$ cat src/rtl/serial_tx.sv
// Serial frame transmitter: start bit, DATA_BITS data LSB first, optional odd parity, stop bit.
// Ports: clk, reset (sync, active-high), in_valid/in_data/in_ready handshake, txd line, busy, done pulse.
module serial_tx #(
  parameter int DATA_BITS = 8,
  parameter int PARITY_EN = 1
) (
  input  logic                 clk,
  input  logic                 reset,
  input  logic                 in_valid,
  input  logic [DATA_BITS-1:0] in_data,
  output logic                 in_ready,
  output logic                 txd,
  output logic                 busy,
  output logic                 done
);

  localparam int CW = (DATA_BITS > 1) ? $clog2(DATA_BITS) : 1;

  localparam logic [2:0] IDLE   = 3'd0;
  localparam logic [2:0] START  = 3'd1;
  localparam logic [2:0] DATA   = 3'd2;
  localparam logic [2:0] PARITY = 3'd3;
  localparam logic [2:0] STOP   = 3'd4;

  localparam logic [CW-1:0] LAST = CW'(DATA_BITS - 1);

  logic [2:0]           state, state_n;
  logic [DATA_BITS-1:0] shreg, shreg_n;
  logic [CW-1:0]        cnt, cnt_n;
  logic                 par, par_n;
  logic                 accept;
  logic                 txd_n, busy_n, done_n;

  assign in_ready = (state == IDLE) || (state == STOP);
  assign accept   = in_valid && in_ready;

  always_comb begin
    state_n = state;
    shreg_n = shreg;
    cnt_n   = cnt;
    par_n   = par;
    case (state)
      IDLE, STOP: begin
        state_n = IDLE;
        if (accept) begin
          state_n = START;
          shreg_n = in_data;
          par_n   = ~^in_data;
        end
      end
      START: begin
        state_n = DATA;
        cnt_n   = '0;
      end
      DATA: begin
        if (cnt == LAST) begin
          state_n = (PARITY_EN != 0) ? PARITY : STOP;
        end else begin
          // Shift on the way to the next data cycle so the
          // registered txd picks up the upcoming bit.
          cnt_n   = cnt + 1'b1;
          shreg_n = shreg >> 1;
        end
      end
      PARITY: state_n = STOP;
      default: state_n = IDLE;
    endcase
  end

  // Outputs are decoded from the next state and registered
  // alongside it, so they line up with the state they describe.
  always_comb begin
    txd_n  = 1'b1;
    busy_n = 1'b1;
    done_n = 1'b0;
    unique case (1'b1)
      (state_n == START):  txd_n  = 1'b0;
      (state_n == DATA):   txd_n  = shreg_n[0];
      (state_n == PARITY): txd_n  = par_n;
      (state_n == STOP):   done_n = 1'b1;
      default:             busy_n = 1'b0;
    endcase
  end

  always_ff @(posedge clk) begin
    if (reset) begin
      state <= IDLE;
      shreg <= '0;
      cnt   <= '0;
      par   <= 1'b0;
      txd   <= 1'b1;
      busy  <= 1'b0;
      done  <= 1'b0;
    end else begin
      state <= state_n;
      shreg <= shreg_n;
      cnt   <= cnt_n;
      par   <= par_n;
      txd   <= txd_n;
      busy  <= busy_n;
      done  <= done_n;
    end
  end

endmodule
$ cat config.mk
export PLATFORM = sky130hd
export DESIGN_NAME = serial_tx
export DESIGN_NICKNAME = d
export VERILOG_FILES = /design/src/rtl/serial_tx.sv
export SDC_FILE = /design/constraint.sdc
export NUM_CORES = 1
export LEC_CHECK = 0
export ABC_AREA = 1
export CAP_MARGIN = 20
export CORE_UTILIZATION = 45
export DETAILED_ROUTE_END_ITERATION = 8
export PLACE_DENSITY = 0.66
export SLEW_MARGIN = 20
export SYNTH_ARGS = -nofsm -noshare
export SYNTH_HDL_FRONTEND = slang
export SYNTH_SLANG_ARGS = --single-unit
$ cat constraint.sdc
create_clock -name clk -period 1.6 [get_ports clk]
set_clock_uncertainty 0.1 [all_clocks]
set_input_delay 0.16 -clock clk [delete_from_list [all_inputs] [get_ports clk]]
set_output_delay 0.16 -clock clk [all_outputs]
set_load 0.05 [all_outputs]
Yosys cells after proc, flatten, opt, wreduce, memory -nomap -nowiden
Cells that the tools add are included.
{"block": "totals", "memories": 0, "ramBits": 0, "rom_bits": 0, "latch_bits": 0, "elab_cells": 43, "inputBits": 11, "regBits": 18, "output_inout_bits": 4}
{"block": "classes", "bitwise": 0, "mux": 13, "div_mod_pow": 0, "eq_ne": 11, "shifts": 0, "n_mul": 0, "n_addsub": 1, "magnitude_cmp": 0, "reduce_logical": 10}
{"cell": "$mux 8", "count": 2}
{"cell": "$pmux 8 s2", "count": 1}
{"cell": "$eq 3x2->1 const B", "count": 4}
{"cell": "$pmux 3 s4", "count": 1}
{"cell": "$eq 3x3->1 const B", "count": 3}
{"cell": "$reduce_xnor 8->1", "count": 1}
{"cell": "$eq 3x1->1 const B", "count": 2}
{"cell": "$mux 3", "count": 2}
{"cell": "$pmux 3 s2", "count": 1}
{"cell": "$mux 1", "count": 5}
{"cell": "$ne 2x2->1 const B", "count": 2}
{"cell": "$reduce_bool 2->1", "count": 2}
{"cell": "$reduce_or 4->1", "count": 1}
{"cell": "$add 3x1->3 const B", "count": 1}
{"cell": "$logic_not 3->1", "count": 1}
{"cell": "$pmux 1 s3", "count": 1}
{"cell": "$reduce_and 3->1", "count": 1}
{"cell": "$reduce_and 2->1", "count": 1}
{"cell": "$reduce_or 2->1", "count": 1}
{"cell": "$logic_and 1x1->1", "count": 1}
{"cell": "$logic_or 1x1->1", "count": 1}

Logic depth before layout (Yosys ltp)
{"block": "depth", "word_depth": 8, "depth_mapped": 11, "mapped_depth_nobuf": 11}

Worst setup path after synthesis
OpenSTA, ideal clock, no wires.
{"block": "synth_path", "path_type": "register to register", "start": "register cnt[0]", "end": "register txd", "required_time_ns": 1.382, "path_stages_with_launch": 9, "path_buffers": 0, "slack_ns": 0.260, "setup_ns": 0.118, "t_arrival_ns": 1.122, "period_less_slack_ns": 1.340, "cell_sequence": "dfxtp_1 -> ha_1 -> ha_1 -> inv_1 -> nand2_4 -> nand3_1 -> nand3_2 -> nand2_2 -> nand3_2"}
{"block": "synth_between", "elab_chain_cells": 5, "elab_cells_between_ends": 9, "cone_classes": "eq/ne (4); mux (5)"}
{"item": "start, declared", "line": "29", "text": "logic [CW-1:0] cnt, cnt_n;"}
{"item": "start signal, assigned", "line": "97", "text": "cnt <= cnt_n;"}
{"item": "$eq 3x3->1 (*)", "line": "56", "text": "if (cnt == LAST) begin"}
{"item": "$mux 3", "line": "56"}
{"item": "$pmux 3 s4", "line": "42", "text": "case (state)"}
{"item": "$eq 3x2->1 (tied with other cells)", "line": "79", "text": "(state_n == PARITY): txd_n = par_n;"}
{"item": "$pmux 1 s3 (*)", "line": "76", "text": "unique case (1'b1)"}
{"item": "end signal, assigned", "line": "99", "text": "txd <= txd_n;"}
{"item": "end, declared", "line": "12", "text": "output logic txd,"}
Every way passes the cells marked *; elsewhere a longest branch is shown, timed or not. The select of a mux whose other input is x is not followed.
A chain may end at the register's enable or synchronous reset.

Worst setup path after layout
{"block": "layout_path", "start": "register cnt[0]", "end": "register shreg[4]"}
{"block": "layout_between", "elab_chain_cells": 3}
{"item": "$eq 3x3->1", "line": "56"}
{"item": "$ne 2x2->1 (no source line)"}
{"item": "$reduce_and 3->1 (no source line)"}
{"item": "end signal, assigned", "line": "96", "text": "shreg <= shreg_n;"}
{"item": "end, declared", "line": "28", "text": "logic [DATA_BITS-1:0] shreg, shreg_n;"}
Every way passes these cells.

==> run_results.csv <==
group,metric,value,unit
worst_setup_path,cp.arrival,1560,ps
sta,rsz0062_at_grt,"no",
power,powerDensity,893,nW/µm²
sta,hold_ws,372,ps
layout,drive_gt1_share,15.7,%
sta,timing.fmax,697,MHz
floorplanning,die-area,2330,µm²
synth,synth_area,965,µm²
layout,final_area,1180,µm²
floorplanning,num_rows,16,
clocking,cts_tree,"built",
placement,dp_cells,176,
layout,seqCellArea,360,µm²
power,p_leak,0.000571,µW
grt,grt-busiest-layer,"met2",
layout,multi_input_area,503,µm²
worst_setup_path,cp_slowest_cell,"dfxtp_1",
worst_setup_path,cp_max_fo,8,
synth,syn_inst,135,
synth,ys_types,23,
grt,grt.met3_usage,1.89,%
worst_setup_path,crit_family,"simple AND/OR/NAND/NOR gates",
min_path,hold_class,"flip-flop to flip-flop",
grt,use_met2,26.5,%
clocking,post_cts_buffers,0,
run_status,status,"complete, no violations",
clocking,cts.sinks,18,
floorplanning,die_y,48.3,µm
worst_setup_path,max_stage_delay,360,ps
drt,drt_wl_total,1.73,mm
worst_setup_path,crit_path_end_kind,"flip-flop",
sta,setup_tns,0,ps
worst_setup_path,crit_chain,"ha_1, ha_1, inv_1, nand2_4, inv_8, nor2_4, nand2_1, a21oi_1",
grt,gr-total-overflow,0,
grt,grt.met1_usage,23.0,%
placement,place_area,1140,µm²
drt,dr.pass1.iters,4,
layout,fin_cells,180,
synth,synth_nets,148,
layout,antenna-diode-count,0,
synth,postSynthAreaPerCell,7.15,µm²
clocking,post_cts_resized,0,
worst_setup_path,worstPathRequired,1730,ps
sta,fin_crit,1440,ps
grt,grt_pass1_wl,3.05,mm
drt,vias,850,
sta,worst_slack,165,ps
worst_setup_path,path_buf_inv,2,
worst_setup_path,crit_path_frequent_cell,"ha_1",
clocking,clockBufferDepth,2,
layout,area_delta_synth_final,22.0,%
floorplanning,design.core.area,1980,µm²
synth,yosysSeqAreaShare,37.4,%
clocking,path_clk_slew,100,ps
clocking,clk_latency,290,ps
drt,drt_iter0_drc,14,
drt,ant_nets,0,
synth,synth_seq_cells,18,
drt,wl_per_cell,9.63,µm
clocking,root_buffer,"clkbuf_4",
sta,worst_slew_pin_slew,354,ps
drt,drc,0,
floorplanning,io_pins,15,
placement,dpl.hpwl,1.37,mm
worst_setup_path,crit_type,"flip-flop to flip-flop",
floorplanning,initial_core_util,48.7,%
clocking,hold_buffers,0,
clocking,cts_buffers,3,
sta,setup_viol,0,
placement,port_buffers,14,
power,ir_drop,0.659,mV
clocking,htree_levels,1,
sta,slew_headroom,76.4,%
grt,grt_pass1_vias,770,
placement,place_ws,31.4,ps
grt,grt_usage,16.6,%
grt,antenna_found_initial,0,
sta,fin_crit_sh,89.7,%
synth,ys_warn_count,0,
placement,gp_congestion,0.776,
sta,drv_slew,0,
layout,fin_nets,167,
layout,fill_cells,189,
sta,hold_violations,0,
run,cap_violations,0,
worst_setup_path,startpoint_type,"flip-flop",
grt,grt_max_degree,13,
floorplanning,die_x,48.3,µm
drt,vias_per_cell,4.72,
-- routing by layer --
metal | routed length (µm) | part of all wire [%] | vias to the layer above
met2 | 808 | 47 | 10
met3 | 54 | 3.1 | 2
met5 | 0 | 0 | -
li1 | - | - | 459
met4 | 5 | 0.29 | 0
met1 | 866 | 50 | 379
-- report_power, final --
group	total, µW	switching (µW)	internal (µW)	leakage, µW
sequential	504	19.4	484	0.000148
combinational	273	163	110	0.000402
clock	275	137	138	0.0000210
total	1050	319	733	0.000571
-- synthesized netlist by cell type, drive strengths merged --
library cell  instances  area [µm²]
or2                   1        6.26
ha                    2        25.0
a31oi                 1        6.26
clkbuf                1        3.75
a22oi                 5        42.5
buf                   1        11.3
inv                  21        86.3
xnor2                 1        8.76
dfxtp                18         360
o21ai                 7        38.8
nor3                  1        16.3
a21oi                 9        45.0
nor2                 15        71.3
nand3                 6        40.0
nand2                46         203
-- through the flow --
step	power (µW)	utilization, %
detailed placement	789	57.6
finish	1050	59.4
CTS	1070	59.4
global route	1120	59.4
global placement	782	57.6
floorplan	703	-
-- flip-flops by register name, summed over array words and instances, names as in the netlist --
signal / cells
shreg: 8
cnt: 3
txd: 1
par: 1
state: 3
done: 1
busy: 1
-- layout by cell type (no fill, tap or decap), types with 4 or more instances in the layout --
cell / n
nand2_1: 40
inv_1: 20
dfxtp_1: 18
nor2_1: 13
clkdlybuf4s50_1: 10
a21oi_1: 9
o21ai_0: 5
buf_4: 5
nand3_1: 4
a22oi_1: 4
-- area by class of cell --
class | count | area share (%)
Sequential cell | 18 | 30.6
Tap cell | 27 | 2.87
Timing Repair Buffer | 16 | 13.4
Inverter | 21 | 7.33
Clock buffer | 4 | 3.08
Multi-Input combinational cell | 94 | 42.7
-- worst register-to-register path, delay by kind of cell, from the launching register on --
| family | cells | cell delay [ps] |
|---|---|---|
| simple gates | 3 | 360 |
| fa+ha+maj | 2 | 290 |
| flops | 1 | 360 |
| buf+inv | 2 | 130 |
| compound gates | 1 | 140 |
-- path summary, 6_finish.rpt --
check	from	endpoint	slack, ps	cells past startpoint
hold / removal	shreg[2]	shreg[2]	370	2
setup reg to reg	cnt[0]	shreg[4]	160	8
setup / recovery	cnt[0]	shreg[4]	160	8
hold reg to reg	shreg[2]	shreg[2]	370	2
-- logic make-up (layout without fill, tap and decap cells) --
group / after synthesis / count (layout) / share of synthesized area (%)
xor+xnor: 1 / 1 / 0.908
flops: 18 / 18 / 37.4
compound gates: 22 / 22 / 13.7
fa+ha+maj: 2 / 2 / 2.59
buf+inv: 23 / 41 / 10.5
simple gates: 69 / 69 / 34.9
Power figures use the tool's default switching activity.
